**src/rtl/mem_port_arbiter_pkg.sv**
```systemverilog
// Shared types for the unified memory port arbiter: FSM state encoding
// and the owner encoding used to route completions back to IF or MEM.
package mem_arb_pkg;

  typedef enum logic [1:0] {
    IDLE  = 2'd0,
    DATA  = 2'd1,
    FETCH = 2'd2
  } arb_state_t;

  localparam logic OWN_I = 1'b0;
  localparam logic OWN_D = 1'b1;

  // Which requester owns the port in a given busy state.
  function automatic logic owner_of(input arb_state_t s);
    return (s == DATA) ? OWN_D : OWN_I;
  endfunction

endpackage

```
**src/rtl/mem_port_arbiter_if.sv**
```systemverilog
// Bundle of the fetch, data and memory-side signals around the arbiter.
// slave  : the arbiter's view (takes requests, drives memory).
// master : the environment's view (pipeline stages plus memory).
interface mem_port_arbiter_if #(
  parameter int ADDR_W = 32,
  parameter int DATA_W = 32
);

  logic              i_req;
  logic [ADDR_W-1:0] i_addr;
  logic [DATA_W-1:0] i_rdata;
  logic              i_valid;
  logic              i_stall;

  logic              d_req;
  logic              d_we;
  logic [ADDR_W-1:0] d_addr;
  logic [DATA_W-1:0] d_wdata;
  logic [DATA_W-1:0] d_rdata;
  logic              d_valid;
  logic              d_stall;

  logic              mem_req;
  logic              mem_we;
  logic [ADDR_W-1:0] mem_addr;
  logic [DATA_W-1:0] mem_wdata;
  logic [DATA_W-1:0] mem_rdata;
  logic              mem_ready;
  logic              mem_err;

  modport slave (
    input  i_req, i_addr,
    output i_rdata, i_valid, i_stall,
    input  d_req, d_we, d_addr, d_wdata,
    output d_rdata, d_valid, d_stall,
    output mem_req, mem_we, mem_addr, mem_wdata,
    input  mem_rdata, mem_ready,
    output mem_err
  );

  modport master (
    output i_req, i_addr,
    input  i_rdata, i_valid, i_stall,
    output d_req, d_we, d_addr, d_wdata,
    input  d_rdata, d_valid, d_stall,
    input  mem_req, mem_we, mem_addr, mem_wdata,
    output mem_rdata, mem_ready,
    input  mem_err
  );

endinterface

```
**src/rtl/mem_port_arbiter_wdog.sv**
```systemverilog
// Wait-state watchdog for the memory port. Only built when MEM_TIMEOUT_EN
// is defined; otherwise this file contributes nothing.
// Counts busy cycles in which memory has not answered; expire_o fires on
// the wait cycle that brings the count up to TIMEOUT.
`ifdef MEM_TIMEOUT_EN
module mem_arb_wdog #(
  parameter int TIMEOUT = 255
) (
  input  logic clk,
  input  logic rst_n,
  input  logic clr_i,
  input  logic inc_i,
  output logic expire_o
);

  localparam int CNT_W = (TIMEOUT < 2) ? 1 : $clog2(TIMEOUT);

  logic [CNT_W-1:0] cnt_q;
  logic [CNT_W-1:0] cnt_d;

  assign expire_o = inc_i & (cnt_q == CNT_W'(TIMEOUT - 1));

  // Next count: a new grant restarts the count; it saturates at expiry.
  always_comb begin
    cnt_d = cnt_q;
    if (clr_i) begin
      cnt_d = '0;
    end else if (inc_i && !expire_o) begin
      cnt_d = cnt_q + 1'b1;
    end
  end

  // Wait-cycle counter register.
  always_ff @(posedge clk or negedge rst_n) begin
    if (!rst_n) begin
      cnt_q <= '0;
    end else begin
      cnt_q <= cnt_d;
    end
  end

endmodule
`endif

```
**src/rtl/mem_port_arbiter.sv**
```systemverilog
// Arbiter sharing the single-ported unified memory between the fetch
// stage (IF) and the memory stage (MEM). Data accesses win over fetches,
// a granted access is never pre-empted, and a completion can hand the
// port straight to the other pending requester without an idle cycle.
// Optional: define MEM_TIMEOUT_EN to abort accesses that wait TIMEOUT
// cycles for mem_ready and raise the sticky mem_err flag.
//
// state | meaning
// ------+---------------------------------
// IDLE  | no access outstanding
// DATA  | data access owns the memory port
// FETCH | fetch owns the memory port
module mem_port_arbiter
  import mem_arb_pkg::*;
#(
  parameter int ADDR_W  = 32,
  parameter int DATA_W  = 32,
  parameter int TIMEOUT = 255
) (
  input  logic                clk,
  input  logic                rst_n,
  mem_port_arbiter_if.slave   bus
);

  arb_state_t        state_q;
  logic              mem_req_q;
  logic              mem_we_q;
  logic [ADDR_W-1:0] mem_addr_q;
  logic [DATA_W-1:0] mem_wdata_q;
  logic [DATA_W-1:0] i_rdata_q;
  logic [DATA_W-1:0] d_rdata_q;
  logic              i_valid_q;
  logic              d_valid_q;
  logic              mem_err_q;

  logic              owner;
  logic              abort;
  logic              done;
  logic              rearb;
  logic              d_pend;
  logic              i_pend;

  assign owner = owner_of(state_q);
  assign done  = mem_req_q & (bus.mem_ready | abort);
  assign rearb = (state_q == IDLE) | done;

  // A requester still shows req during its valid cycle and during the
  // completion edge itself; neither counts as a new request.
  assign d_pend = bus.d_req & ~d_valid_q & ~(done & (owner == OWN_D));
  assign i_pend = bus.i_req & ~i_valid_q & ~(done & (owner == OWN_I));

`ifdef MEM_TIMEOUT_EN
  logic grant;
  logic wd_expire;

  assign grant = rearb & (d_pend | i_pend);

  mem_arb_wdog #(
    .TIMEOUT (TIMEOUT)
  ) u_wdog (
    .clk      (clk),
    .rst_n    (rst_n),
    .clr_i    (grant),
    .inc_i    (mem_req_q & ~bus.mem_ready),
    .expire_o (wd_expire)
  );

  assign abort = wd_expire;
`else
  logic unused_timeout;

  assign unused_timeout = (TIMEOUT > 0);
  assign abort          = 1'b0;
`endif

  // Arbitration FSM: completes the current access, then regrants the port
  // to the highest-priority pending requester in the same edge.
  always_ff @(posedge clk or negedge rst_n) begin
    if (!rst_n) begin
      state_q     <= IDLE;
      mem_req_q   <= 1'b0;
      mem_we_q    <= 1'b0;
      mem_addr_q  <= '0;
      mem_wdata_q <= '0;
      i_rdata_q   <= '0;
      d_rdata_q   <= '0;
      i_valid_q   <= 1'b0;
      d_valid_q   <= 1'b0;
      mem_err_q   <= 1'b0;
    end else begin
      i_valid_q <= 1'b0;
      d_valid_q <= 1'b0;

      if (done) begin
        if (owner == OWN_D) begin
          d_valid_q <= 1'b1;
          if (abort) begin
            d_rdata_q <= '0;
          end else if (!mem_we_q) begin
            d_rdata_q <= bus.mem_rdata;
          end
        end else begin
          i_valid_q <= 1'b1;
          i_rdata_q <= abort ? '0 : bus.mem_rdata;
        end
        if (abort) begin
          mem_err_q <= 1'b1;
        end
      end

      if (rearb) begin
        if (d_pend) begin
          state_q     <= DATA;
          mem_req_q   <= 1'b1;
          mem_we_q    <= bus.d_we;
          mem_addr_q  <= bus.d_addr;
          mem_wdata_q <= bus.d_wdata;
        end else if (i_pend) begin
          state_q     <= FETCH;
          mem_req_q   <= 1'b1;
          mem_we_q    <= 1'b0;
          mem_addr_q  <= bus.i_addr;
          mem_wdata_q <= '0;
        end else begin
          state_q   <= IDLE;
          mem_req_q <= 1'b0;
        end
      end
    end
  end

  assign bus.mem_req   = mem_req_q;
  assign bus.mem_we    = mem_we_q;
  assign bus.mem_addr  = mem_addr_q;
  assign bus.mem_wdata = mem_wdata_q;
  assign bus.mem_err   = mem_err_q;

  assign bus.i_rdata   = i_rdata_q;
  assign bus.i_valid   = i_valid_q;
  assign bus.d_rdata   = d_rdata_q;
  assign bus.d_valid   = d_valid_q;

  // Stalls follow the requests combinationally so the hazard unit sees
  // them in the same cycle the request is raised.
  assign bus.i_stall   = bus.i_req & ~i_valid_q;
  assign bus.d_stall   = bus.d_req & ~d_valid_q;

endmodule

```
**src/flat_wrapper.sv**
```systemverilog
// flat-port wrapper written by rule: the top's interface ports become plain ports
module mem_port_arbiter_flat import mem_arb_pkg::*;
#(
  parameter int ADDR_W  = 32,
  parameter int DATA_W  = 32,
  parameter int TIMEOUT = 255
)
  (clk, rst_n, bus_i_req, bus_i_addr, bus_i_rdata, bus_i_valid, bus_i_stall, bus_d_req, bus_d_we, bus_d_addr, bus_d_wdata, bus_d_rdata, bus_d_valid, bus_d_stall, bus_mem_req, bus_mem_we, bus_mem_addr, bus_mem_wdata, bus_mem_rdata, bus_mem_ready, bus_mem_err);
  mem_port_arbiter_if #(.ADDR_W(ADDR_W), .DATA_W(DATA_W)) bus_i ();
  input  logic clk;
  input  logic rst_n;
  input wire logic [$bits(bus_i.i_req)-1:0] bus_i_req;
  input wire logic [$bits(bus_i.i_addr)-1:0] bus_i_addr;
  output wire logic [$bits(bus_i.i_rdata)-1:0] bus_i_rdata;
  output wire logic [$bits(bus_i.i_valid)-1:0] bus_i_valid;
  output wire logic [$bits(bus_i.i_stall)-1:0] bus_i_stall;
  input wire logic [$bits(bus_i.d_req)-1:0] bus_d_req;
  input wire logic [$bits(bus_i.d_we)-1:0] bus_d_we;
  input wire logic [$bits(bus_i.d_addr)-1:0] bus_d_addr;
  input wire logic [$bits(bus_i.d_wdata)-1:0] bus_d_wdata;
  output wire logic [$bits(bus_i.d_rdata)-1:0] bus_d_rdata;
  output wire logic [$bits(bus_i.d_valid)-1:0] bus_d_valid;
  output wire logic [$bits(bus_i.d_stall)-1:0] bus_d_stall;
  output wire logic [$bits(bus_i.mem_req)-1:0] bus_mem_req;
  output wire logic [$bits(bus_i.mem_we)-1:0] bus_mem_we;
  output wire logic [$bits(bus_i.mem_addr)-1:0] bus_mem_addr;
  output wire logic [$bits(bus_i.mem_wdata)-1:0] bus_mem_wdata;
  input wire logic [$bits(bus_i.mem_rdata)-1:0] bus_mem_rdata;
  input wire logic [$bits(bus_i.mem_ready)-1:0] bus_mem_ready;
  output wire logic [$bits(bus_i.mem_err)-1:0] bus_mem_err;
  assign bus_i.i_req = bus_i_req;
  assign bus_i.i_addr = bus_i_addr;
  assign bus_i_rdata = bus_i.i_rdata;
  assign bus_i_valid = bus_i.i_valid;
  assign bus_i_stall = bus_i.i_stall;
  assign bus_i.d_req = bus_d_req;
  assign bus_i.d_we = bus_d_we;
  assign bus_i.d_addr = bus_d_addr;
  assign bus_i.d_wdata = bus_d_wdata;
  assign bus_d_rdata = bus_i.d_rdata;
  assign bus_d_valid = bus_i.d_valid;
  assign bus_d_stall = bus_i.d_stall;
  assign bus_mem_req = bus_i.mem_req;
  assign bus_mem_we = bus_i.mem_we;
  assign bus_mem_addr = bus_i.mem_addr;
  assign bus_mem_wdata = bus_i.mem_wdata;
  assign bus_i.mem_rdata = bus_mem_rdata;
  assign bus_i.mem_ready = bus_mem_ready;
  assign bus_mem_err = bus_i.mem_err;
  mem_port_arbiter #(.ADDR_W(ADDR_W), .DATA_W(DATA_W), .TIMEOUT(TIMEOUT)) u_core (.clk(clk), .rst_n(rst_n), .bus(bus_i));
endmodule
```
**config.mk**
```make
export PLATFORM = sky130hd
export DESIGN_NAME = mem_port_arbiter_flat
export DESIGN_NICKNAME = d
export VERILOG_FILES = /design/src/rtl/mem_port_arbiter_pkg.sv /design/src/rtl/mem_port_arbiter_if.sv /design/src/rtl/mem_port_arbiter_wdog.sv /design/src/rtl/mem_port_arbiter.sv /design/src/flat_wrapper.sv
export SDC_FILE = /design/constraint.sdc
export NUM_CORES = 1
export LEC_CHECK = 0
export ABC_CLOCK_PERIOD_IN_PS = 3300
export BUFFER_PORTS_ARGS = -buffer_cell sky130_fd_sc_hd__buf_2
export CORE_UTILIZATION = 49
export CTS_CLUSTER_SIZE = 12
export DETAILED_ROUTE_END_ITERATION = 8
export PLACE_DENSITY = 0.85
export SYNTH_ARGS = -nofsm -noshare
export SYNTH_HDL_FRONTEND = slang
export SYNTH_SLANG_ARGS = --single-unit
export TNS_END_PERCENT = 10
```
**constraint.sdc**
```tcl
create_clock -name clk -period 3.3 [get_ports clk]
set_input_delay 0.165 -clock clk [delete_from_list [all_inputs] [get_ports clk]]
set_output_delay 0.165 -clock clk [all_outputs]
set_load 0.005 [all_outputs]
```
==> metrics.md <==
| Metric | Value |
|---|---|
| CTS sink count | `~130` |
| Setup Skew | `approximately 0.0083 ns` |
| Synthesized area per cell | `around 14 µm²` |
| Worst hold start | `bus_i_addr[5]` |
| Routed len/inst | `a little over 20 µm` |
| Post-route setup slack | `just over 0.5 ns` |
| Core Area | `10460 µm²` |
| Diode count | `0` |
| Peak supply drop | `approximately 0.52 mV` |
| DRC Markers | `0` |
| Fmax | `0.3575 GHz` |
| Worst-path fanout max | `32` |
| Max-cap violations | `0` |
| Grt total ovfl | `0` |
| Syn Nets | `slightly above 500` |
| Cell Area, Synth | `5344 µm²` |
| IO Port Bufs | `267` |
| Placement Rows | `37` |
| TritonCTS clock tree | `yes` |
| CTS Buf Count | `17` |
| Longest Clk Path Bufs | `2` |
| Area Overhead vs Synth | `60.71%` |
| Final net count | `between 900 and 1000` |
| Synth cell types | `31` |
| Tcrit/Tclk final | `a little over four fifths` |
| Width of the die | `around 110 µm` |
| Data arrival, critical path | `3.15 ns` |
| Setup Fix Bufs, Post-CTS | `0` |
| Vias in the first global route | `between 5000 and 6000` |
| First-pass GRT wire length | `about 29000 µm` |
| Critical path required time | `3.65 ns` |
| Status | `completed` |
| RSZ-0062 raised after global routing | `false` |
| # setup viols final | `0` |
| Most common cell after layout, fill and taps aside | `buf_2` |
| Gr usage total | `around a third` |
| Largest net degree at the start of global routing | `83` |
| Initial drt markers | `around 400` |
| Number of detailed-route iterations in the first pass | `7` |
| Syn Inst Count | `380` |
| Min cycle time layout | `roughly 2.8 ns` |
| Routed via count | `roughly 5100` |
| Max-slew violations | `0` |
| Post-Place Worst Slack | `roughly 1.2 ns` |
| H-tree levels | `4` |
| Hold Crit Endpoint | `u_core.bus.mem_addr[5]$_DFFE_PN0P_` |
| Sequential area share after synthesis | `a little over three fifths` |
| Share of layout cells above drive strength 1 | `about 47%` |
| DR vias/cell | `5.517` |
| Routed wire length | `between 15000 and 20000 µm` |
| Most frequent cells in the layout | `buf_2 (266), dfrtp_1 (134), dlygate4sd3_1 (129)` |
| Reg2reg start | `u_core.state_q[0]$_DFFE_PN0P_` |
| Hold slack | `~0.028 ns` |
| Clock-pin slew on the worst setup and hold paths | `~0.060 ns` |
| CP startpoint kind | `flip-flop` |
| # IOs | `approximately 270` |
| Die ar. | `11330 µm²` |
| Yosys warns | `0` |
| Yosys reg bits | `between 100 and 150` |
| Gpl congestion | `between 0.8 and 0.9` |
| Hold path depth | `3` |
| Setup TNS | `0 ns` |
| Die Y-Extent | `approximately 110 µm` |
| Total power per unit cell area | `about 900 nW/µm²` |
| Hold Fails Final Rpt | `0` |
| WS Path Type | `flip-flop to flip-flop` |
| Reg2reg end | `u_core.bus.mem_addr[10]$_DFFE_PN0P_` |
| Flop-to-flop setup slack | `about 0.50 ns` |
| Critical Path End Type | `flip-flop` |
| Clock Tree Root | `clkbuf_8` |
| Worst slew margin | `19.28%` |
| Dpl hpwl | `roughly 9600 µm` |
| FF-to-FF path depth | `5` |
| P_leak | `between 4 and 5 nW` |
| Antenna violations before repair | `0` |
| Initial Util | `around half` |
| Worst min path class | `primary input to flip-flop` |
| Clk_lat worst skew | `0.52 ns` |
| Fillers | `approximately 550` |
| DRT antenna net count | `0` |
| Slew at the pin with the worst max-slew slack | `around 1.2 ns` |
## critical path, cell delays in order (launching register included)
cell           delay, ns
dfrtp_1             0.46
nand4b_1            0.27
nand2_2             0.84
mux2i_1             0.33
dlygate4sd3_1       0.61
o21ai_0             0.10
## metal layers
metal	routed length, µm	vias up	track usage [%]
li1	-	2157	-
met1	6470	2490	34.68
met2	9845	338	60.44
met3	1442	85	9.197
met4	966	0	22.60
met5	0	-	0
## where the power goes
group | leakage, nW | total, mW | switching, mW | internal, mW
Sequential | 1.64 | 2.95 | 0.507 | 2.44
Combinational | 2.44 | 2.96 | 1.44 | 1.51
Clock | 0.283 | 1.84 | 0.704 | 1.14
## cell type report
type / instances / area (µm²) / share of cell area [%]
Sequential cell: 134 / 3353 / 39.04
Inverter: 2 / 7.507 / 0.08741
Clock inverter: 14 / 161.4 / 1.879
Timing Repair Buffer: 399 / 2665 / 31.03
Multi-Input combinational cell: 217 / 1817 / 21.15
Clock buffer: 17 / 414.1 / 4.822
Tap cell: 136 / 170.2 / 1.981
## cells by family after synthesis
family / Yosys count / synth area share (%)
mux: 96 / 19.48
compound gates: 72 / 9.576
flops: 134 / 62.75
buf+inv: 29 / 3.488
simple gates: 48 / 4.636
other cells: 1 / 0.07017
## state kept, by name (all words and copies together) (netlist names)
signal,count
u_core.bus.i_rdata,32
u_core.bus.d_rdata,32
u_core.bus.mem_we,1
u_core.bus.mem_req,1
u_core.bus.d_valid,1
u_core.bus.mem_wdata,32
u_core.bus.i_valid,1
u_core.state_q,2
u_core.bus.mem_addr,32
## worst max path at each step
| stage | cells after the start | end | slack [ns] | start |
|---|---|---|---|---|
| floorplan | 6 | u_core.bus.mem_wdata[17]$_DFFE_PN0P_ | 1.77 | u_core.bus.mem_req$_DFFE_PN0P_ |
| global placement | 3 | u_core.bus.d_rdata[7]$_DFFE_PN0P_ | 1.27 | u_core.state_q[1]$_DFFE_PN0P_ |
| detailed placement | 4 | u_core.bus.mem_addr[5]$_DFFE_PN0P_ | 1.17 | u_core.state_q[0]$_DFFE_PN0P_ |
| CTS | 5 | u_core.bus.mem_addr[6]$_DFFE_PN0P_ | 0.68 | u_core.state_q[0]$_DFFE_PN0P_ |
| global route | 5 | u_core.bus.mem_addr[10]$_DFFE_PN0P_ | 0.39 | u_core.state_q[0]$_DFFE_PN0P_ |
| finish | 5 | u_core.bus.mem_addr[10]$_DFFE_PN0P_ | 0.50 | u_core.state_q[0]$_DFFE_PN0P_ |
## Yosys cell counts
master | n | area, µm²
a21oi_2 | 1 | 8.760
nand2_2 | 1 | 6.260
a21oi_1 | 1 | 5.000
clkbuf_4 | 1 | 7.510
clkbuf_2 | 1 | 5.000
inv_1 | 2 | 7.510
dfrtp_1 | 134 | 3353
buf_4 | 6 | 45.04
o22ai_1 | 1 | 6.260
o21ai_0 | 11 | 55.05
nor2_2 | 1 | 6.260
o21ai_1 | 22 | 110.1
nor2b_1 | 2 | 12.51
clkbuf_1 | 9 | 33.78
o21ai_2 | 1 | 8.760
and2_4 | 1 | 8.760
o211ai_4 | 1 | 21.27
conb_1 | 1 | 3.750
buf_2 | 4 | 20.02
nand2_1 | 5 | 18.77
o21a_1 | 1 | 7.510
mux2_1 | 5 | 56.30
and2_1 | 1 | 6.260
a22o_1 | 33 | 289.0
mux2i_1 | 32 | 320.3
nand3_1 | 32 | 160.2
mux2_2 | 59 | 664.4
and3_1 | 2 | 12.51
nand4b_1 | 1 | 8.760
buf_6 | 6 | 67.56
nor2_1 | 2 | 7.510
## per-stage QoR
stage	instance area [µm²]	std cells	util [%]	power, mW
detailed placement	6721	759	64.24	5.503
global placement	6721	759	64.24	5.350
finish	8588	919	82.09	7.748
global route	8588	919	82.09	8.134
floorplan	5344	380	-	4.362
CTS	8588	919	82.09	7.534
## what timing repair did
item,in CTS,in global routing
endpoints found under the hold margin,210,0
setup endpoints to repair,0,0
hold buffers,129,0
resized for setup,0,0
Power figures use the tool's default switching activity.
